### src/rtl/corectrl_pkg.sv
// corectrl: shared decode types, opcode constants and the queue entry layout.
package corectrl;

    localparam logic [6:0] OP_LUI    = 7'b0110111;
    localparam logic [6:0] OP_AUIPC  = 7'b0010111;
    localparam logic [6:0] OP_JAL    = 7'b1101111;
    localparam logic [6:0] OP_JALR   = 7'b1100111;
    localparam logic [6:0] OP_BRANCH = 7'b1100011;
    localparam logic [6:0] OP_LOAD   = 7'b0000011;
    localparam logic [6:0] OP_STORE  = 7'b0100011;
    localparam logic [6:0] OP_IMM    = 7'b0010011;
    localparam logic [6:0] OP_OP     = 7'b0110011;
    localparam logic [6:0] OP_IMM32  = 7'b0011011;
    localparam logic [6:0] OP_OP32   = 7'b0111011;
    localparam logic [6:0] OP_SYSTEM = 7'b1110011;
    localparam logic [6:0] OP_AMO    = 7'b0101111;

    typedef enum logic [2:0] {INST_X, INST_R, INST_I, INST_S, INST_B, INST_U, INST_J} InstType;

    typedef enum logic [3:0] {EXC_NONE = 4'd0, ILLEGAL_INSTRUCTION = 4'd2} ExcCause;

    typedef struct packed {
        InstType    itype;
        logic       rwb_en;
        logic       aluop;
        logic       muldiv;
        logic       is_load;
        logic       jump;
        logic       is_lui;
        logic       is_op32;
        logic       is_csr;
        logic       is_amo;
        logic [2:0] funct3;
        logic [6:0] funct7;
    } InstCtrl;

    // value/addr/imm are held at the widest XLEN and truncated at the ports
    typedef struct packed {
        logic        valid;
        ExcCause     cause;
        logic [63:0] value;
    } ExceptionInfo;

    typedef struct packed {
        logic [63:0]  addr;
        logic [31:0]  bits;
        InstCtrl      ctrl;
        logic [63:0]  imm;
        ExceptionInfo expt;
    } DecodedInst;

endpackage

### src/rtl/inst_decoder.sv
// inst_decoder: combinational RV32/RV64 decode of one word into ctrl/imm/expt.
// AMO opcodes are decoded only when DECODE_AMO_EN is defined.
module inst_decoder
    import corectrl::*;
#(
    parameter int XLEN = 64
) (
    input  logic [31:0]     bits,
    output InstCtrl         ctrl,
    output logic [XLEN-1:0] imm,
    output ExceptionInfo    expt
);

    logic [6:0]  op;
    logic        illegal;
    logic [63:0] imm64;

    always_comb begin
        op = bits[6:0];
        ctrl = '0;
        ctrl.funct3 = bits[14:12];
        ctrl.funct7 = bits[31:25];
        illegal = 1'b0;
        case (op)
            OP_OP, OP_OP32: begin
                ctrl.itype = INST_R;
                ctrl.aluop = 1'b1;
                ctrl.muldiv = bits[31:25] == 7'b0000001;
                ctrl.is_op32 = op == OP_OP32;
                illegal = op == OP_OP32 && XLEN == 32;
            end
            OP_IMM, OP_IMM32: begin
                ctrl.itype = INST_I;
                ctrl.aluop = 1'b1;
                ctrl.is_op32 = op == OP_IMM32;
                illegal = op == OP_IMM32 && XLEN == 32;
            end
            OP_LOAD: begin
                ctrl.itype = INST_I;
                ctrl.is_load = 1'b1;
            end
            OP_STORE:  ctrl.itype = INST_S;
            OP_BRANCH: ctrl.itype = INST_B;
            OP_JAL: begin
                ctrl.itype = INST_J;
                ctrl.jump = 1'b1;
            end
            OP_JALR: begin
                ctrl.itype = INST_I;
                ctrl.jump = 1'b1;
            end
            OP_LUI: begin
                ctrl.itype = INST_U;
                ctrl.is_lui = 1'b1;
            end
            OP_AUIPC:  ctrl.itype = INST_U;
            OP_SYSTEM: begin
                ctrl.itype = INST_I;
                ctrl.is_csr = 1'b1;
            end
`ifdef DECODE_AMO_EN
            OP_AMO: begin
                ctrl.itype = INST_R;
                ctrl.is_amo = 1'b1;
                illegal = !(bits[14:12] == 3'b010 || (bits[14:12] == 3'b011 && XLEN == 64));
            end
`endif
            default: illegal = 1'b1;
        endcase
        illegal = illegal || bits[1:0] != 2'b11;
        if (illegal) begin
            ctrl = '0;
            ctrl.funct3 = bits[14:12];
            ctrl.funct7 = bits[31:25];
        end
        ctrl.rwb_en = ctrl.itype inside {INST_R, INST_I, INST_U, INST_J};
        imm64 = ctrl.itype == INST_I ? {{52{bits[31]}}, bits[31:20]} :
                ctrl.itype == INST_S ? {{52{bits[31]}}, bits[31:25], bits[11:7]} :
                ctrl.itype == INST_B ? {{51{bits[31]}}, bits[31], bits[7], bits[30:25], bits[11:8], 1'b0} :
                ctrl.itype == INST_U ? {{32{bits[31]}}, bits[31:12], 12'b0} :
                ctrl.itype == INST_J ? {{43{bits[31]}}, bits[31], bits[19:12], bits[20], bits[30:21], 1'b0} :
                64'b0;
        imm = imm64[XLEN-1:0];
        expt.valid = illegal;
        expt.cause = illegal ? ILLEGAL_INSTRUCTION : EXC_NONE;
        expt.value = illegal ? {32'b0, bits} : 64'b0;
    end

endmodule

### src/rtl/inst_decode_queue.sv
// inst_decode_queue: decode at enqueue, then a DEPTH-entry in-order valid/ready queue.
// AMO decode is enabled by defining DECODE_AMO_EN.
module inst_decode_queue
    import corectrl::*;
#(
    parameter int XLEN  = 64,
    parameter int DEPTH = 4
) (
    input  logic                     clk,
    input  logic                     rst,
    input  logic                     flush,
    input  logic                     in_valid,
    output logic                     in_ready,
    input  logic [XLEN-1:0]          in_addr,
    input  logic [31:0]              in_bits,
    output logic                     out_valid,
    input  logic                     out_ready,
    output logic [XLEN-1:0]          out_addr,
    output logic [31:0]              out_bits,
    output InstCtrl                  out_ctrl,
    output logic [XLEN-1:0]          out_imm,
    output ExceptionInfo             out_expt,
    output logic [$clog2(DEPTH):0]   count
);

    localparam int PW = $clog2(DEPTH);
    localparam int CW = PW + 1;

    InstCtrl         dec_ctrl;
    logic [XLEN-1:0] dec_imm;
    ExceptionInfo    dec_expt;
    DecodedInst      mem_q [DEPTH];
    DecodedInst      wr_entry;
    DecodedInst      head;
    logic [PW-1:0]   wr_q, wr_d, rd_q, rd_d;
    logic [CW-1:0]   count_q, count_d;
    logic            push, pop;

    inst_decoder #(.XLEN(XLEN)) u_dec (
        .bits (in_bits),
        .ctrl (dec_ctrl),
        .imm  (dec_imm),
        .expt (dec_expt)
    );

    always_comb begin
        out_valid = count_q != '0;
        pop = out_valid && out_ready;
        in_ready = !flush && (count_q < CW'(DEPTH) || pop);
        push = in_valid && in_ready;
        wr_d = flush ? '0 : wr_q + PW'(push);
        rd_d = flush ? '0 : rd_q + PW'(pop);
        count_d = flush ? '0 : count_q + CW'(push) - CW'(pop);
        wr_entry = '{addr: 64'(in_addr), bits: in_bits, ctrl: dec_ctrl, imm: 64'(dec_imm), expt: dec_expt};
        head = mem_q[rd_q];
        out_addr = head.addr[XLEN-1:0];
        out_bits = head.bits;
        out_ctrl = head.ctrl;
        out_imm = head.imm[XLEN-1:0];
        out_expt = head.expt;
        count = count_q;
    end

    always_ff @(posedge clk) begin
        if (rst) begin
            wr_q <= '0;
            rd_q <= '0;
            count_q <= '0;
        end else begin
            wr_q <= wr_d;
            rd_q <= rd_d;
            count_q <= count_d;
        end
    end

    // payload storage needs no reset: out_valid masks stale entries
    always_ff @(posedge clk) begin
        if (push) mem_q[wr_q] <= wr_entry;
    end

endmodule

### config.mk
export PLATFORM = sky130hd
export DESIGN_NAME = inst_decode_queue
export DESIGN_NICKNAME = d
export VERILOG_FILES = /design/src/rtl/corectrl_pkg.sv /design/src/rtl/inst_decoder.sv /design/src/rtl/inst_decode_queue.sv
export SDC_FILE = /design/constraint.sdc
export NUM_CORES = 1
export LEC_CHECK = 0
export ABC_CLOCK_PERIOD_IN_PS = 30500
export CAP_MARGIN = 15
export CORE_ASPECT_RATIO = 0.5
export CORE_MARGIN = 1
export CORE_UTILIZATION = 55
export CTS_CLUSTER_SIZE = 8
export DETAILED_ROUTE_END_ITERATION = 12
export PLACE_DENSITY = 0.8
export SLEW_MARGIN = 20
export SYNTH_ARGS = -nofsm -noshare
export SYNTH_HDL_FRONTEND = slang
export SYNTH_SLANG_ARGS = --single-unit
### constraint.sdc
create_clock -name clk -period 30.5 [get_ports clk]
set_input_delay 4.575 -clock clk [delete_from_list [all_inputs] [get_ports clk]]
set_output_delay 4.575 -clock clk [all_outputs]
set_load 0.02 [all_outputs]
* Word level (Yosys, flattened, before mapping) *
Memories as Yosys holds them, arrays and structs flattened. A register that Yosys moved wholly into a read port is not among the register bits.
Cells that the tools add are included.

storage, ports and cells
  register bits = 7
  bits in writable memories = 868
  input bits = 101
  output and inout port bits = 256
  word-level logic and storage cells = 65
  memories = 1

operators by class
  add/sub/neg operators = 4
  magnitude comparators = 1
  eq/ne operators = 20
  mux-type cells = 20
  reductions and logical operators = 16

memory list
  name   depth  width  read ports  clocked after Yosys merged registers in  write ports  RTL line                 RTL
  mem_q  4      217    1           1                                        1            inst_decode_queue.sv:32  DecodedInst mem_q [DEPTH];

operator list
  operator                                        number
  2-to-1 mux 64 bit                               5
  2-to-1 mux 32 bit                               1
  == test 7 x 6 -> 1 bit (second input constant)  4
  == test 7 bit (second input constant)           4
  2-to-1 mux 22 bit                               1
  == test 7 x 5 -> 1 bit (second input constant)  3
  one-hot mux 3 bit (6 select lines)              1
  OR reduction 12 bit                             1
  OR reduction 2 bit                              5
  == test 3 bit (second input constant)           3
  2-to-1 mux 1 bit                                9
  == test 7 x 1 -> 1 bit (second input constant)  1
  == test 7 x 2 -> 1 bit (second input constant)  1
  == test 3 x 2 -> 1 bit (second input constant)  2
  OR reduction 5 bit                              1
  adder 2 x 1 -> 2 bit                            2
  2-to-1 mux 2 bit                                2
  nonzero test 4 bit                              1
  OR reduction 4 bit                              1
  adder 3 x 1 -> 3 bit                            1
  == test 3 x 1 -> 1 bit (second input constant)  1
  logical AND 1 bit                               3
  < comparator 3 bit (second input constant)      1
  nonzero test 3 bit                              1
  5 further kinds                                 6

* Logic depth before layout (Yosys ltp) *
  depth after elaboration = 11
  mapped depth = 11
  depth with buffers taken out = 11

* Cells and area by module *
Synthesis repeated with hierarchy kept, for this count alone.

second synthesis, totals
  cells, all modules = 1600
  area total of the unflattened synthesis = 38315.5 µm²

modules (own cells, without submodules)
  module             times used  cells each  area each (µm²)
  inst_decode_queue  1           1348        36560.1
  inst_decoder       1           252         1755.4

* Worst setup path after synthesis *
Ideal clock, no wire load.

  path kind = in2reg
  start point = input out_ready
  end point = memory mem_q[1][0] in the netlist's numbering, enable pin
  data arrival time = 17727 ps
  slack = 11823 ps
  cell stages on the path = 4
  path buffers = 0
  cell sequence = inv_1 -> a21oi_1 -> nand2_1 -> nor3b_1

on the way
  cells in the longest elaborated chain, start to end = 6

RTL lines
  what                                    RTL line                 RTL
  from (decl)                             inst_decode_queue.sv:17  input logic out_ready,
  logical AND 1 bit                       inst_decode_queue.sv:48  pop = out_valid && out_ready;
  logical OR 1 bit                        inst_decode_queue.sv:49  in_ready = !flush && (count_q < CW'(DEPTH) || pop);
  logical AND 1 bit                       inst_decode_queue.sv:49
  net in_ready                            inst_decode_queue.sv:13  output logic in_ready,
  logical AND 1 bit                       inst_decode_queue.sv:50  push = in_valid && in_ready;
  2-to-1 mux 1 bit                        inst_decode_queue.sv:78  if (push) mem_q[wr_q] <= wr_entry;
  2-to-1 mux 1 bit (implied by the code)  inst_decode_queue.sv:78
  to (decl)                               inst_decode_queue.sv:32

The timed path passes the listed nets, and every way through them passes these cells.

* Worst setup path after layout *
  start point = input out_ready
  end point = output in_ready

on the way
  cells in the longest elaborated chain, start to end = 3

RTL lines
  what               RTL line
  logical AND 1 bit  inst_decode_queue.sv:48
  logical OR 1 bit   inst_decode_queue.sv:49
  logical AND 1 bit  inst_decode_queue.sv:49
  to (decl)          inst_decode_queue.sv:13

No other way between the ends.

==> results_dict.tcl <==
set metrics [dict create \
    synth_edf_count 688 \
    synth_cell_types 57 \
    clock_latency_ns 0.62 \
    post-synth-top-area-cell "edfxtp_1" \
    clkTransAtPathRegs_ns 0.05 \
    fillCellCount 2718 \
    critPathMaxFanout 2 \
    ant_nets 0 \
    grt_pass1_wl_um 82600 \
    p_sw_frac 0.207 \
    port_buffers 320 \
    gp_congestion 0.797 \
    cts_sinks 695 \
    track_usage 0.227 \
    fin_nets 1606 \
    via_per_inst 5.89 \
    fin_skew_ns 0.0239 \
    seqCellArea_sq_um 20800 \
    ctsResizeCount 0 \
    synth_top_area_frac 0.775 \
    grt_setup_unrepaired "false" \
    ys_seq_area_frac 0.781 \
    worst_path_max_delay_cell "clkdlybuf4s50_1" \
    synthFlopType "edfxtp_1" \
    fin_crit_ns 10.55 \
    worstMarginPinSlew_ns 1.11 \
    synthCells 1161 \
    slew_headroom 0.259 \
    crit_path_end_kind "primary output" \
    yosys_warnings 0 \
    leakage_uw 0.0108 \
    ys_seq_elements 695 \
    crit_buf_inv 3 \
    cp.arrival_ns 5.98 \
    row_count 56 \
    postCtsHoldBufs 0 \
    grt_overflow 0 \
    fmax_ghz 0.0948 \
    setup_tns_ns 0 \
    vdd_drop_max_mv 0.0468 \
    synthesis.area_sq_um 26600 \
    stdcell_count 2155 \
    cp.required_ns 25.93 \
    via_count 12700 \
    io_pins 357 \
    combPwrFrac 0.064 \
    clock_power_share 0.433 \
    drc 0 \
    yosysMostFrequentCell "edfxtp_1" \
    grt_antenna_before_repair 3 \
    postLayoutCoreUtil 0.692 \
    critical-path-top-delay-family "buffers and inverters" \
    hold_path_class "flop to flop" \
    status "completed" \
    cpMostUsedCell "clkdlybuf4s50_1" \
    cp_slowest_stage_delay_ns 0.64 \
    die_area_sq_um 49400 \
    drtIter0Drc 1103 \
    synth.area.top_cells "edfxtp_1, mux4_2, buf_4" \
    grt_pass1_vias 13263 \
    total_power_uw 2130 \
    cts_tree "built" \
    routed_wl_um 55600 \
    whs_ns 0.630 \
    dieWidth_um 313 \
    post_cts_buffers 0 \
    synth_commonest_cells "edfxtp_1, mux4_2, buf_4" \
    hpwlAfterDp_um 32100 \
    placed_cells 2039 \
    cts_max_path_buffers 3 \
    cts-root-buf "clkbuf_16" \
    start_kind "input port" \
    setup_viol 0 \
    initial_core_util 0.563 \
    drtPass1Iterations 5 \
    path_cells "clkdlybuf4s50_1, inv_1, a21oi_1, clkdlybuf4s50_1" \
    grt_max_degree 145 \
    area_growth_pct 22.9 \
    drive_above_1_share 0.205 \
    postSynthAreaPerCell_sq_um 23.0 \
    avgRoutedWirePerCell_um 25.8 \
    core_sq_um 47300 \
    cts_buffers 96 \
    fp.dieH_um 158 \
    switchingPower_uw 441 \
    drv_slew 0 \
    multiInputGateArea_sq_um 5140 \
    async_flop_share 0 \
    max_cap_violations 0 \
    layout_worst_path_cycle_share 0.346 \
    crit_type "input port to primary output" \
    p_seq_frac 0.503 \
    power.density_nw_per_um2 65.1 \
    cts-htree-levels 3 \
    hold_violations 0 \
    p_int_uw 1690 \
]
worst reg2reg max path, stage by stage, from the launching register on:
cell and delay [ns]:
dfxtp_1 0.34, a21oi_1 0.20, nand2_1 0.20, inv_1 0.13, and3_4 0.52, buf_6 0.71, buf_4 1.00
sequential cells by signal (all words and copies together), names as in the netlist:
signal  cells
mem_q     688
rd_q        2
wr_q        2
count       3
path summary, 6_finish.rpt:
path                            start  cells past startpoint  slack [ns]                       to
hold reg to reg    wr_q[1]$_SDFF_PP0_                      2        0.63       wr_q[1]$_SDFF_PP0_
setup / recovery            out_ready                      4       19.95                 in_ready
hold / removal     wr_q[1]$_SDFF_PP0_                      2        0.63       wr_q[1]$_SDFF_PP0_
setup reg to reg  count[2]$_SDFF_PP0_                      6       26.95  mem_q[3][144]$_DFFE_PP_
cell type report:
cell class                      count  area share
Tap cell                          638      0.0244
Timing Repair Buffer              338       0.104
Sequential cell                   695       0.636
Clock inverter                      5     0.00256
Inverter                            7    0.000803
Antenna cell                        4    0.000306
Clock buffer                      106      0.0752
Multi-Input combinational cell    362       0.157
kinds of logic (layout without fill, tap and decap cells):
logic type      count (synthesis)  in the layout  synth area share
fa+ha+maj                       5              5           0.00263
mux                           174            174             0.146
buf+inv                       139            456            0.0329
xor+xnor                        4              4           0.00131
other cells                     1             40          0.000141
simple gates                   93             93            0.0210
flops                         695            695             0.781
compound gates                 50             50            0.0152
cells in the final DEF, fill, tap and decap left out, types with 3 or more instances in the layout:
cell type	netlist	routed
edfxtp_1	688	688
clkdlybuf4s50_1	0	320
mux4_2	172	172
clkbuf_16	0	97
conb_1	1	36
nor2b_1	29	29
a21o_1	12	12
buf_4	88	12
nor2_1	11	11
and3_1	11	10
and2_1	9	9
clkbuf_1	19	9
a41o_1	8	8
inv_1	6	6
nand2_1	6	6
nor3_1	7	6
dfxtp_1	7	5
diode_2	0	4
a21oi_1	5	4
nand2b_1	4	4
a22o_1	4	4
ha_1	4	4
o22ai_1	3	3
xnor2_1	3	3
power by group through the flow:
stage | Clock, uW | Sequential (uW) | Combinational (uW)
2_1_floorplan | 0 | 1090 | 75.2
3_3_place_gp | 0 | 1090 | 132
3_5_place_dp | 0 | 1090 | 136
4_1_cts | 936 | 1070 | 137
5_1_grt | 977 | 1070 | 143
6_report | 922 | 1070 | 136
per-layer routing:
metal / part of all wire / GRT usage / wire [um]
met5: 0 / 0 / 0
met4: 0.029 / 0.0804 / 1590
met3: 0.054 / 0.0384 / 2980
met2: 0.55 / 0.408 / 30500
met1: 0.37 / 0.282 / 20500
stage by stage:
stage	instance area, sq um	setup slack [ns]
finish	32700	19.95
global route	32700	19.87
CTS	32700	19.96
detailed placement	30200	19.97
global placement	30100	19.99
floorplan	26800	11.82
No activity file was read; power rests on OpenSTA's default activity.
